`config.mk`:
```
export PLATFORM = sky130hd
export DESIGN_NAME = rs232_rx_fifo
export DESIGN_NICKNAME = d
export VERILOG_FILES = /design/src/rtl/rs232_rx_fifo.sv
export SDC_FILE = /design/constraint.sdc
export NUM_CORES = 1
export LEC_CHECK = 0
export ABC_AREA = 1
export CORE_UTILIZATION = 50
export CTS_CLUSTER_DIAMETER = 50
export DETAILED_ROUTE_END_ITERATION = 10
export HOLD_SLACK_MARGIN = 0.08
export PLACE_DENSITY = 0.68
export SKIP_LAST_GASP = 1
export SYNTH_ARGS = -nofsm -noshare
export SYNTH_HDL_FRONTEND = slang
export SYNTH_SLANG_ARGS = --single-unit
```
`constraint.sdc`:
```
create_clock -name clk_i -period 4.7 [get_ports clk_i]
set_input_delay 0.47 -clock clk_i [delete_from_list [all_inputs] [get_ports clk_i]]
set_output_delay 0.47 -clock clk_i [all_outputs]
set_load 0.01 [all_outputs]
```
`src/rtl/rs232_rx_fifo.sv`:
```
//------------------------------------------------------------------------------
// Module   : rs232_rx_fifo
// Purpose  : Receive FIFO behind the RS232 receiver: acknowledges each byte once,
//            buffers it, and offers a first-word-fall-through read port.
// Revision : 1.0 - initial release
//------------------------------------------------------------------------------
`default_nettype none

module rs232_rx_fifo #(
    parameter int AW = 4
) (
    input  logic          clk_i,
    input  logic          rst_ni,
    input  logic          rx_rdy_i,
    input  logic [7:0]    rx_data_i,
    output logic          rx_done_o,
    input  logic          rd_i,
    output logic          rdy_o,
    output logic [7:0]    data_o,
    output logic [AW:0]   count_o,
    output logic          full_o,
    input  logic          flush_i,
    output logic          ovf_o,
    input  logic          ovf_clr_i
);

    localparam int          DEPTH_INT = 1 << AW;
    localparam logic [AW:0] DEPTH     = {1'b1, {AW{1'b0}}};

    typedef enum logic [0:0] {
        S_IDLE = 1'b0,
        S_ACK  = 1'b1
    } state_e;

    state_e        state_q, state_d;
    logic [7:0]    mem_q [0:DEPTH_INT-1];
    logic [AW-1:0] wptr_q, wptr_d;
    logic [AW-1:0] rptr_q, rptr_d;
    logic [AW:0]   count_q, count_d;
    logic          rx_done_q, rx_done_d;
    logic          ovf_q, ovf_d;

    logic          take, pop, accept, wr, drop;

    // A pop in the same cycle frees a slot, so a full FIFO can still accept.
    always_comb begin
        take   = (state_q == S_IDLE) && rx_rdy_i;
        pop    = rd_i && (count_q != '0);
        accept = (count_q != DEPTH) || pop;
        wr     = take && accept;
        drop   = take && !accept;
    end

    always_comb begin
        state_d   = state_q;
        rx_done_d = take;
        case (state_q)
            S_IDLE:  if (rx_rdy_i)  state_d = S_ACK;
            S_ACK:   if (!rx_rdy_i) state_d = S_IDLE;
            default: state_d = S_IDLE;
        endcase
    end

    always_comb begin
        wptr_d  = wptr_q;
        rptr_d  = rptr_q;
        count_d = count_q;
        if (flush_i) begin
            wptr_d  = '0;
            rptr_d  = '0;
            count_d = '0;
        end else begin
            if (wr)  wptr_d = wptr_q + 1'b1;
            if (pop) rptr_d = rptr_q + 1'b1;
            count_d = count_q + {{AW{1'b0}}, wr} - {{AW{1'b0}}, pop};
        end
    end

    // Set has priority over clear so no overflow event is ever lost.
    always_comb begin
        ovf_d = ovf_q;
        if (drop)           ovf_d = 1'b1;
        else if (ovf_clr_i) ovf_d = 1'b0;
    end

    always_ff @(posedge clk_i or negedge rst_ni) begin
        if (!rst_ni) begin
            state_q   <= S_IDLE;
            wptr_q    <= '0;
            rptr_q    <= '0;
            count_q   <= '0;
            rx_done_q <= 1'b0;
            ovf_q     <= 1'b0;
        end else begin
            state_q   <= state_d;
            wptr_q    <= wptr_d;
            rptr_q    <= rptr_d;
            count_q   <= count_d;
            rx_done_q <= rx_done_d;
            ovf_q     <= ovf_d;
        end
    end

    always_ff @(posedge clk_i) begin
        if (wr && !flush_i) mem_q[wptr_q] <= rx_data_i;
    end

    assign rx_done_o = rx_done_q;
    assign rdy_o     = (count_q != '0);
    assign data_o    = (count_q != '0) ? mem_q[rptr_q] : 8'h00;
    assign count_o   = count_q;
    assign full_o    = (count_q == DEPTH);
    assign ovf_o     = ovf_q;

endmodule

`default_nettype wire
```
==> run summary <==
Placement
* Placer Congestion: 0.835
* Setup WS pre-CTS: 1.65 ns
* Cell Area, Placed: 6610 µm²
* number of port buffers: 30
* HPWL after detailed placement: 8.76 mm

Power
* portion of total power attributed to the clock network: 35.8%
* P per Cell Area: 498 nW/µm²
* leakage component of the power: 2.79 nW
* Reg power frac: 41.3%
* part of the total power dissipated in combinational logic: 23.0%
* reported net switching power: 0.00113 W
* switching part of the total: 31.6%
* Internal Power: 0.00244 W
* VDD IR-drop max: 340 µV

Cells and area
* Final Cell Area: 7170 µm²
* area growth from synthesis to layout: 15.2%
* Final nets: 640
* share of cells above drive strength 1: 7.01%
* n_diodes: 0
* layout filler cell count: 1021

Yosys
* synth top area cells: edfxtp_1 62%, nand2_1 14%, dfrtp_1 6.4%
* flop and latch count out of synthesis: 144
* number of warning messages in the yosys log: 0
* sequential share of the synthesized area: 68.2%
* number of enable flip-flop cells after synthesis: 128
* average instance area after synthesis: 10.6 µm²
* leading cell type by number of instances after synthesis: nand2_1
* netlist area before placement: 6230 µm²
* FFs w/ async S/R, synth: 11.1%
* count of different cell masters after synthesis: 25
* proportion of netlist area held by the largest area contributor: 61.7%
* most used standard cells in the synthesized netlist: 235 x nand2_1, 128 x edfxtp_1, 51 x nor2_1, 48 x nand3_1, 28 x a21oi_1
* Mapped Cells: 587
* top_reg_cell synth: edfxtp_1
* post-synthesis cell type with the largest combined area: edfxtp_1
* syn nets: 612

Timing
* Final Critical Period: 3.53 ns
* transition at the pin with the smallest max-transition slack: 1.14 ns
* crit path setup slack, layout: 1.17 ns
* relative slew slack: 24.0%
* total setup violations reported at the end of the flow: 0
* endpoints failing hold: 0
* unrepaired setup endpoints after global routing: false
* post-route setup TNS: 0 ns
* max frequency: 0.283 GHz
* final count of pins violating max slew: 0
* final-layout worst hold slack: 0.449 ns
* final clock skew: 0.0118 ns
* share of the cycle needed by the critical path after routing: 75.2%

Critical path
* required time worst endpoint: 4.23 ns
* top fanout value on the critical path: 29
* endpoint type of the worst setup path: primary output
* number of cells on the worst reg-to-reg path: 14
* Worst setup SP type: register
* WP data arrival: 3.06 ns
* Setup CP Type: reg2out

Drt
* post-route ant nets: 0
* # DRC: 0
* Routed WL per cell: 17.7 µm
* number of design-rule violations left by the first detailed-router iteration: 367
* WL final: 14.1 mm
* number of detailed-routing iterations run before antenna repair: 5
* ratio of routed vias to standard cells: 5.33
* Via Count: 4243

Clock network
* Inserted Clock Buffers: 17
* clock latency on the worst-skew pair: 0.43 ns
* clock tree from TritonCTS: done
* clock-pin slew of the registers on the worst-case setup and hold paths: 0.06 ns
* clk sinks: 144
* CTS Root Cell: clkbuf_16
* maximum buffer depth of the clock tree: 2
* H-Tree Depth: 4
* number of gates resized after cts: 0
* number of buffers inserted by hold repair at cts: 0
* Post-CTS Setup Inserts: 0

Floorplanning
* initial core utilization: 51.6%
* Die Area: 12900 µm²
* core box area: 12100 µm²
* overall die height: 114 µm
* number of top-level design ports: 31
* row count: 40
* horizontal die dimension: 114 µm

GRT
* largest net degree at the start of global routing: 68
* number of antenna violations at the first check in global routing: 0
* number of global-route vias before repair: 4171
* wire length of the first global-routing pass: 22.5 mm
* aggregate global routing overflow: 0
* Global Route Usage Sum: 23.9%

Worst hold path
* Hold WC Path Type: reg2reg
* Min-Delay Path Depth: 1

Status
* outcome: complete, no violations

Flow run
* # Max-Cap Violations: 0

==> state kept, by name (all words and copies together), names as in the netlist <==
name	flops
count_o	5
mem_q	128
ovf_o	1
rptr_q	4
rx_done_o	1
state_q	1
wptr_q	4
==> power by group through the flow <==
stage	logic, W	registers, W	clock network, W
finish	0.000820	0.00147	0.00128
global route	0.000913	0.00148	0.00135
CTS	0.000822	0.00147	0.00129
detailed placement	0.000813	0.00150	0
global placement	0.000799	0.00150	0
floorplan	0.000530	0.00149	0
==> per-stage QoR <==
step / utilization, % / total power (W) / cells
after global routing: 59.5 / 0.00374 / 796
after CTS: 59.5 / 0.00358 / 796
after floorplan: - / 0.00202 / 587
final: 59.5 / 0.00357 / 796
after global placement: 54.8 / 0.00230 / 764
after detailed placement: 54.8 / 0.00231 / 764
==> critical path, cell delays in order (launching register included) <==
cell and delay, ns:
dfrtp_1 1.03, nand2_2 0.34, clkinv_1 0.29, nand2_1 0.08, nand3_1 0.09, nor2_1 0.06, nor2_1 0.16, clkdlybuf4s50_1 0.56
==> cells by family after synthesis <==
logic type	share of synthesized area (%)
AO/OA/AOI/OAI	3.23
XOR/XNOR	0.422
adder cells (fa/ha/maj)	2.33
buffers and inverters	3.72
flip-flops	68.2
AND/OR/NAND/NOR	22.1
==> per-layer routing <==
metal	global-route usage [%]	vias up	routed length [µm]
li1	-	2019	-
met1	33.5	2040	6290
met2	36.2	159	6480
met3	5.42	25	956
met4	10.4	0	325
met5	0	-	0
==> placed cells by master, fill, tap and decap left out <==
cell type | Yosys | final
xor2_1 | 3 | 3
inv_6 | 0 | 4
nor2_4 | 1 | 1
inv_2 | 2 | 2
a21oi_1 | 28 | 28
clkdlybuf4s50_1 | 0 | 30
a31oi_1 | 1 | 1
dfrtp_1 | 16 | 15
o21ai_0 | 9 | 9
nand3_2 | 1 | 1
clkinv_1 | 2 | 2
buf_4 | 9 | 1
nor2_2 | 3 | 3
edfxtp_1 | 128 | 128
inv_1 | 20 | 20
inv_8 | 0 | 5
nand3_1 | 48 | 48
nand2_2 | 3 | 3
clkinvlp_4 | 0 | 2
nor2_1 | 51 | 51
nand4_1 | 1 | 1
o21ai_1 | 2 | 2
clkbuf_16 | 0 | 17
nand2_1 | 235 | 235
dfrtp_2 | 0 | 1
ha_1 | 10 | 10
fa_1 | 1 | 1
clkinv_4 | 0 | 4
==> worst paths after layout <==
path                                  startpoint                    end  slack [ns]
setup / recovery           rptr_q[1]$_DFFE_PN0P_              data_o[5]        1.17
hold / removal                 state_q$_DFF_PN0_    rx_done_o$_DFF_PN0_        0.45
setup reg to reg            count_o[3]$_DFF_PN0_   count_o[4]$_DFF_PN0_        1.83
hold reg to reg                state_q$_DFF_PN0_    rx_done_o$_DFF_PN0_        0.45
max in group asynchronous                 rst_ni  rptr_q[0]$_DFFE_PN0P_        3.66
min in group asynchronous                 rst_ni   count_o[2]$_DFF_PN0_        0.50
==> final cells by class <==
type | count | area (µm²) | area share (%)
timing repair buffer | 31 | 308 | 4.29
tap | 168 | 210 | 2.93
sequential | 144 | 4250 | 59.2
clock inverter | 15 | 141 | 1.97
multi-input combinational | 397 | 1750 | 24.4
clock buffer | 17 | 425 | 5.93
inverter | 24 | 90.1 | 1.26
Power figures use the tool's default switching activity.
